--- src/rtl/mul_ci_pkg.sv ---
// Shared opcodes, FSM state type and configuration check for the multicycle
// custom-instruction multiplier.
package mul_ci_pkg;

  localparam logic [2:0] OP_MULLO = 3'd0;
  localparam logic [2:0] OP_MULHU = 3'd1;
  localparam logic [2:0] OP_MULHS = 3'd2;
  localparam logic [2:0] OP_MAC   = 3'd3;
  localparam logic [2:0] OP_RDHI  = 3'd4;
  localparam logic [2:0] OP_CLR   = 3'd5;

  typedef enum logic [1:0] {
    StIdle,
    StBusy,
    StDone
  } state_e;

  function automatic bit mul_ci_cfg_ok(int unsigned width, int unsigned step);
    return (width >= 8) && (width % 2 == 0) &&
           (step == 1 || step == 2 || step == 4) && (width % step == 0);
  endfunction

endpackage

--- src/rtl/mul_ci_step.sv ---
// Combinational shift-add step: adds a * bs to the running product high half and
// splits the sum into the new high half and the bits shifted out below it.
module mul_ci_step #(
  parameter int unsigned WIDTH = 32,
  parameter int unsigned STEP  = 2
) (
  input  logic [WIDTH-1:0] a,
  input  logic [STEP-1:0]  bs,
  input  logic [WIDTH-1:0] phi,
  output logic [WIDTH-1:0] phi_new,
  output logic [STEP-1:0]  lo_out
);

  // Cannot overflow: phi + a*bs < 2^WIDTH * 2^STEP.
  logic [WIDTH+STEP-1:0] sum;

  assign sum     = (WIDTH+STEP)'(phi) + (WIDTH+STEP)'(a) * (WIDTH+STEP)'(bs);
  assign phi_new = sum[WIDTH+STEP-1:STEP];
  assign lo_out  = sum[STEP-1:0];

endmodule

--- src/rtl/mul_ci_seq.sv ---
// Multicycle shift-add multiplier on the Nios II custom-instruction port.
// Define MUL_CI_MAC_EN to add the 2*WIDTH-bit multiply-accumulate register.
module mul_ci_seq
  import mul_ci_pkg::*;
#(
  parameter int unsigned WIDTH = 32,
  parameter int unsigned STEP  = 2
) (
  input  logic             clk,
  input  logic             reset,
  input  logic             clk_en,
  input  logic             start,
  input  logic [2:0]       n,
  input  logic [WIDTH-1:0] dataa,
  input  logic [WIDTH-1:0] datab,
  output logic [WIDTH-1:0] result,
  output logic             done
);

  localparam int unsigned CW = $clog2(WIDTH / STEP + 1);
  localparam logic [CW-1:0] CNT_INIT = CW'(WIDTH / STEP);

  if (!mul_ci_cfg_ok(WIDTH, STEP)) begin : g_bad_cfg
    $error("mul_ci_seq: illegal WIDTH/STEP combination");
  end

  state_e             state_q;
  logic [CW-1:0]      cnt_q;
  logic [WIDTH-1:0]   a_q, b_q, bsh_q;
  logic [2:0]         n_q;
  logic [2*WIDTH-1:0] prod_q, prod_next;
  logic [WIDTH-1:0]   phi_new;
  logic [STEP-1:0]    lo_out;
  logic [WIDTH-1:0]   mulhs, res_d;

  mul_ci_step #(
    .WIDTH (WIDTH),
    .STEP  (STEP)
  ) u_step (
    .a       (a_q),
    .bs      (bsh_q[STEP-1:0]),
    .phi     (prod_q[2*WIDTH-1:WIDTH]),
    .phi_new (phi_new),
    .lo_out  (lo_out)
  );

  // Retired multiplier bits enter just below the high half; the low half shifts right.
  assign prod_next = {phi_new, lo_out, prod_q[WIDTH-1:STEP]};

  // Two's-complement correction of the unsigned high half.
  assign mulhs = prod_q[2*WIDTH-1:WIDTH]
               - (a_q[WIDTH-1] ? b_q : '0)
               - (b_q[WIDTH-1] ? a_q : '0);

`ifdef MUL_CI_MAC_EN
  logic [2*WIDTH-1:0] acc_q, acc_d;
`endif

  always_comb begin
    res_d = '0;
`ifdef MUL_CI_MAC_EN
    acc_d = acc_q;
`endif
    case (n_q)
      OP_MULLO: res_d = prod_q[WIDTH-1:0];
      OP_MULHU: res_d = prod_q[2*WIDTH-1:WIDTH];
      OP_MULHS: res_d = mulhs;
`ifdef MUL_CI_MAC_EN
      OP_MAC: begin
        acc_d = acc_q + prod_q;
        res_d = acc_d[WIDTH-1:0];
      end
      OP_RDHI: res_d = acc_q[2*WIDTH-1:WIDTH];
      OP_CLR:  acc_d = '0;
`endif
      default: res_d = '0;
    endcase
  end

  always_ff @(posedge clk) begin
    if (reset) begin
      state_q <= StIdle;
      cnt_q   <= '0;
      a_q     <= '0;
      b_q     <= '0;
      bsh_q   <= '0;
      n_q     <= '0;
      prod_q  <= '0;
      result  <= '0;
      done    <= 1'b0;
`ifdef MUL_CI_MAC_EN
      acc_q   <= '0;
`endif
    end else if (clk_en) begin
      done <= 1'b0;
      case (state_q)
        StIdle: begin
          if (start) begin
            a_q     <= dataa;
            b_q     <= datab;
            bsh_q   <= datab;
            n_q     <= n;
            prod_q  <= '0;
            cnt_q   <= CNT_INIT;
            state_q <= StBusy;
          end
        end
        StBusy: begin
          prod_q <= prod_next;
          bsh_q  <= bsh_q >> STEP;
          cnt_q  <= cnt_q - CW'(1);
          if (cnt_q == CW'(1)) state_q <= StDone;
        end
        StDone: begin
          result  <= res_d;
          done    <= 1'b1;
`ifdef MUL_CI_MAC_EN
          acc_q   <= acc_d;
`endif
          state_q <= StIdle;
        end
        default: state_q <= StIdle;
      endcase
    end
  end

endmodule

--- config.mk ---
export PLATFORM = sky130hd
export DESIGN_NAME = mul_ci_seq
export DESIGN_NICKNAME = d
export VERILOG_FILES = /design/src/rtl/mul_ci_pkg.sv /design/src/rtl/mul_ci_step.sv /design/src/rtl/mul_ci_seq.sv
export SDC_FILE = /design/constraint.sdc
export NUM_CORES = 1
export LEC_CHECK = 0
export CORE_AREA = 2 2 148 150
export CTS_CLUSTER_DIAMETER = 120
export DETAILED_ROUTE_END_ITERATION = 10
export DIE_AREA = 0 0 150 152
export PLACE_DENSITY = 0.85
export SLEW_MARGIN = 0
export SYNTH_ARGS = -nofsm -noshare
export SYNTH_HDL_FRONTEND = slang
export SYNTH_SLANG_ARGS = --single-unit
--- constraint.sdc ---
create_clock -name clk -period 9.2 [get_ports clk]
set_clock_uncertainty 0.15 [all_clocks]
set_input_delay 0.92 -clock clk [delete_from_list [all_inputs] [get_ports clk]]
set_output_delay 0.92 -clock clk [all_outputs]
set_load 0.05 [all_outputs]
* After elaboration in Yosys (flattened, before gate mapping)
Index checks and enable logic that the tools add are counted.
** Storage, ports and cells
- Register bits after elaboration :: 203
- Input bits :: 71
- Output and inout port bits :: 33
- Word-level logic and storage cells :: 41
** Cells by class
- $add $sub $neg :: 4
- Multipliers :: 1
- Equal/unequal tests :: 7
- Mux-type cells :: 13
- Reduce and logical (&&, ||, !) cells :: 7
** Operators by type and width (number)
- case mux 64 bit (2 select lines) :: 1
- 2-to-1 mux 32 bit :: 3
- case mux 32 bit (3 select lines) :: 1
- 2-to-1 mux 64 bit :: 1
- case mux 32 bit (2 select lines) :: 1
- subtractor 32 bit :: 2
- adder 32 x 34 -> 34 bit :: 1
- multiplier 32 x 2 -> 34 bit :: 1
- case mux 5 bit (2 select lines) :: 1
- AND reduction 3 bit :: 3
- == test 5 x 1 -> 1 bit (second input constant) :: 1
- 2-to-1 mux 5 bit :: 1
- subtractor 5 x 1 -> 5 bit (second input constant) :: 1
- 2-to-1 mux 2 bit :: 2
- inequality test 2 bit (second input constant) :: 2
- case mux 2 bit (2 select lines) :: 1
- == test 3 x 1 -> 1 bit (second input constant) :: 1
- == test 3 x 2 -> 1 bit (second input constant) :: 1
- logical NOT 3 bit :: 1
- == test 2 x 1 -> 1 bit (second input constant) :: 1
- == test 2 bit (second input constant) :: 1
- logical NOT 2 bit :: 1
- AND reduction 2 bit :: 1
- nonzero test 2 bit :: 1
- 2-to-1 mux 1 bit :: 1

* Logic depth before layout (Yosys ltp)
- Word-level depth :: 4
- Gate-level depth with buffers :: 16
- Depth with buffers taken out :: 14

* Cells and area by module
From an unflattened synthesis, not the netlist that was laid out.
** Second synthesis, totals
- Cell total of the unflattened synthesis :: 1846
- Area, all modules :: 14216.1 um2
** By module, submodules not included
- mul_ci_seq :: times used 1, cells each 1398, area each 11056.9 um2, sequential area each 4063.9 um2
- mul_ci_step :: times used 1, cells each 448, area each 3159.3 um2, sequential area each 0.0 um2

* Worst setup path before layout
No wires, ideal clock.
- Path kind :: reg-to-reg
- Start point :: register b_q[31]
- End point :: register result[30]
- Library setup time :: 0.115 ns
- Data arrival time :: 3.629 ns
- Required time :: 8.935 ns
- Path slack :: 5.305 ns
- Stages on the path, launching flop included :: 15
- Path buffers :: 1
- Clock period less this slack :: 3.895 ns
- Cell sequence :: dfxtp_1 -> clkbuf_1 -> and2_1 -> fa_1 -> ha_1 -> or2_2 -> fa_1 -> a21o_1 -> a311o_1 -> nand2_2 -> o221ai_2 -> a311oi_1 -> o21ai_1 -> or3_1 -> and3_1
** Between the ends
- Word-level cells in the longest chain between the ends :: 3
** Ends and longest elaborated chain
- start: declaration :: RTL line mul_ci_seq.sv:29 : logic [WIDTH-1:0] a_q, b_q, bsh_q;
- start signal: assignment :: RTL line mul_ci_seq.sv:100 : b_q <= datab;
- 2-to-1 mux 32 bit :: RTL line mul_ci_seq.sv:53 : - (b_q[WIDTH-1] ? a_q : '0);
- subtractor 32 bit :: RTL line mul_ci_seq.sv:53
- case mux 32 bit (3 select lines) :: RTL line mul_ci_seq.sv:64 : case (n_q)
- end signal: assignment :: RTL line mul_ci_seq.sv:115 : result <= res_d;
- end: declaration :: RTL line mul_ci_seq.sv:16 : output logic [WIDTH-1:0] result,
Every way passes these cells.
A chain may end at the register's enable or synchronous reset.

* Worst setup path in the final report
- Start point :: register b_q[31]
- End point :: register result[24]
Same word-level chain as after synthesis.

==> flow_summary.yaml <==
setup_path:
  cp-start-kind: "register"
  cp-startpoint: "b_q[31]"
  crit_chain: "buf_4, and2_1, fa_1, ha_1, or2_2, fa_1, a21o_1, a311o_1, nand2_2, o21ai_0, a21oi_1, o21ai_0, xnor2_1, o22ai_1"
  reg2reg_depth: 14
  cp.arrival_ps: 4600
  crit_fanout: 26
  path_class: "register to register"
  required_ps: 9420
  crit_slowest_cell: "dfxtp_1"
  cpPeakStageDelay_ps: 430
  cp_top_family: "compound AO/OA/AOI/OAI gates"
  cp_num_cells: 14
  r2r-start: "b_q[31]"
  critPathCaptureType: "register"
  crit_buf_inv: 1
logic_synthesis:
  synth_fp_nets: 1946
  synth_ff_type: "dfxtp_1"
  ys_ff_latch: 203
  syn_avg_cell_area_um2: 7.669
  synth_compound_area_frac: 0.2112
  netlist_area_um2: 13370
  synth-adder-area-share: 0.1579
  synth-simple-area-share: 0.2083
  synthMuxAreaShare: 0.002245
  yosysSeqAreaShare: 0.3039
  ys_types: 76
  async_flop_share: 0
  syn_inst: 1744
  synth_edf_count: 0
  synth_warnings: 0
  synth_top_family_by_area: "compound AO/OA/AOI/OAI gates"
  synth_xor_area_frac: 0.03733
clock_network:
  insertion_delay_ps: 520
  cts_setup_buffers: 0
  cts_made_buffers: 23
  cts_root_buf: "clkbuf_16"
  clk_pin_slew_ps: 60
  clock_path_buffers: 3
  cts_hold_buf: 0
  cts_sinks: 203
  cts_resized: 0
  h-tree-depth: 1
  cts_tree: "yes"
global_routing:
  overflow: 0
  grt_pass1_wl_um: 60480
  grt_pass1_vias: 11770
  antenna_found_initial: 0
  grt_max_degree: 124
  grt_use_total: 0.3262
layout:
  layout_commonest_cell: "nand2_1"
  layout-drive-gt1-share: 0.04134
  area.growth.synth_to_final_pct: 13.10
  antennaDiodeCount: 0
  final_cell_mix: "336 x nand2_1, 203 x dfxtp_1, 173 x a21oi_1"
  nFillCells: 1779
  nNetsFinal: 1977
floorplan:
  row_count: 54
  die_x_um: 150
  die_y_um: 152
  pin_count: 104
  coreArea_um2: 21350
  die_area_um2: 22800
  start_util: 0.6264
placement:
  dp_hpwl_um: 27020
  preCtsSetupSlack_ps: 4883
  port-buffer-count: 103
  gp_congestion: 0.9508
sta:
  min_period_ps: 4381
  fmax_ghz: 0.2283
  finalSetupViolCount: 0
  timing.final.ws_setup_ps: 4819
  period_share: 0.4762
  hold_viol_final: 0
  maxSlewViolCount: 0
  tns_ps: 0
  slew_headroom: 0.3455
  worst_pin_slew_ps: 981.8
  rsz0062_at_grt: "false"
run_status:
  status: "completed"
flow_run:
  cap_violations: 0
routing:
  wl_per_cell_um: 17.99
  drc: 0
  vias_per_cell: 5.972
  drt_iter0_drc: 1171
  wirelength_um: 37250
  dr.pass1.iters: 7
  vias: 12360
  drtAntennaViolNets: 0
min_path:
  min_path_type: "register to register"
  hp-start: "b_q[27]"
  hold_depth: 2
pwr:
  power_mw: 2.074
  vdd_drop_max_mv: 0.1228
  p_leak_nw: 6.330
  power.density_nw_per_um2: 137.1
## report_power, final
group          switching (mW)  internal (mW)
clock                   0.372          0.476
sequential             0.0190          0.903
combinational           0.181          0.123
## flip-flops by register name, summed over array words and instances (netlist names)
| signal | cells |
|---|---|
| done | 1 |
| state_q | 2 |
| prod_q | 64 |
| bsh_q | 32 |
| a_q | 32 |
| n_q | 3 |
| cnt_q | 5 |
| result | 32 |
| b_q | 32 |
## kinds of logic after synthesis
kind of cell	after synthesis
AND/OR/NAND/NOR	629
multiplexers	3
buffers and inverters	276
AO/OA/AOI/OAI	445
flip-flops	203
adder cells (fa/ha/maj)	131
XOR/XNOR	57
## worst min-delay path, cell delays in order (launching register included)
cell and delay [ps]:
dfxtp_1 300, nand2_1 50, a21oi_1 50
## routing by layer
| layer | up-vias | GRT usage | wire (um) |
|---|---|---|---|
| met3 | 53 | 0.04384 | 3460 |
| met2 | 544 | 0.4738 | 15630 |
| met5 | - | 0 | 0 |
| met1 | 5852 | 0.5087 | 17310 |
| met4 | 0 | 0.08580 | 848 |
| li1 | 5913 | - | - |
## metrics by stage
stage	utilization	cells	hold WS, ps	cell area (um^2)
after floorplan	-	1744	281.7	13370
after global placement	0.6766	2030	288.6	14450
after CTS	0.7085	2070	302.0	15130
after global routing	0.7085	2070	318.6	15130
after detailed placement	0.6766	2030	292.2	14450
final	0.7085	2070	300.8	15130
## synthesized netlist by cell type (3+ instances only)
cell / number / area (um^2)
xnor2_1: 29 / 254.0
dfxtp_1: 203 / 4064
a31o_2: 3 / 26.28
xor2_1: 28 / 245.2
nor2b_1: 14 / 87.58
o21bai_1: 4 / 30.03
and3_1: 7 / 43.79
mux2i_1: 3 / 30.03
or3_1: 9 / 56.30
buf_1: 5 / 18.77
o21a_1: 6 / 45.04
o21ai_1: 9 / 45.04
nand3_1: 25 / 125.1
o21ai_0: 42 / 210.2
or2_2: 4 / 25.02
a222oi_1: 8 / 80.08
clkbuf_1: 93 / 349.1
a22oi_1: 55 / 412.9
o211ai_1: 3 / 22.52
a211oi_1: 8 / 60.06
nand3b_1: 3 / 22.52
a211o_1: 3 / 26.28
nand2_1: 336 / 1261
inv_1: 166 / 623.1
fa_1: 63 / 1261
o31ai_1: 4 / 30.03
a31oi_1: 40 / 250.2
buf_2: 11 / 55.05
ha_1: 68 / 850.8
and4_1: 3 / 26.28
nor3_1: 13 / 65.06
nand4_1: 16 / 100.1
and2_1: 66 / 412.9
o22ai_1: 19 / 118.9
nand2b_1: 5 / 31.28
a21oi_1: 173 / 865.8
nor2_1: 117 / 439.2
a21o_1: 33 / 247.7
## cell type report
| type | count | area [um^2] | share of cell area |
|---|---|---|---|
| clock inverter | 10 | 58.81 | 0.003888 |
| inverter | 166 | 623.1 | 0.04119 |
| tap | 280 | 350.3 | 0.02316 |
| timing repair buffer | 116 | 1130 | 0.07470 |
| multi-input combinational | 1265 | 8278 | 0.5473 |
| sequential | 203 | 4064 | 0.2687 |
| clock buffer | 30 | 621.8 | 0.04111 |
## final timing paths
path,to,slack (ps)
max,result[24],4820
min,b_q[27],300
max reg2reg,result[24],4820
min reg2reg,b_q[27],300
Power figures use the tool's default switching activity.
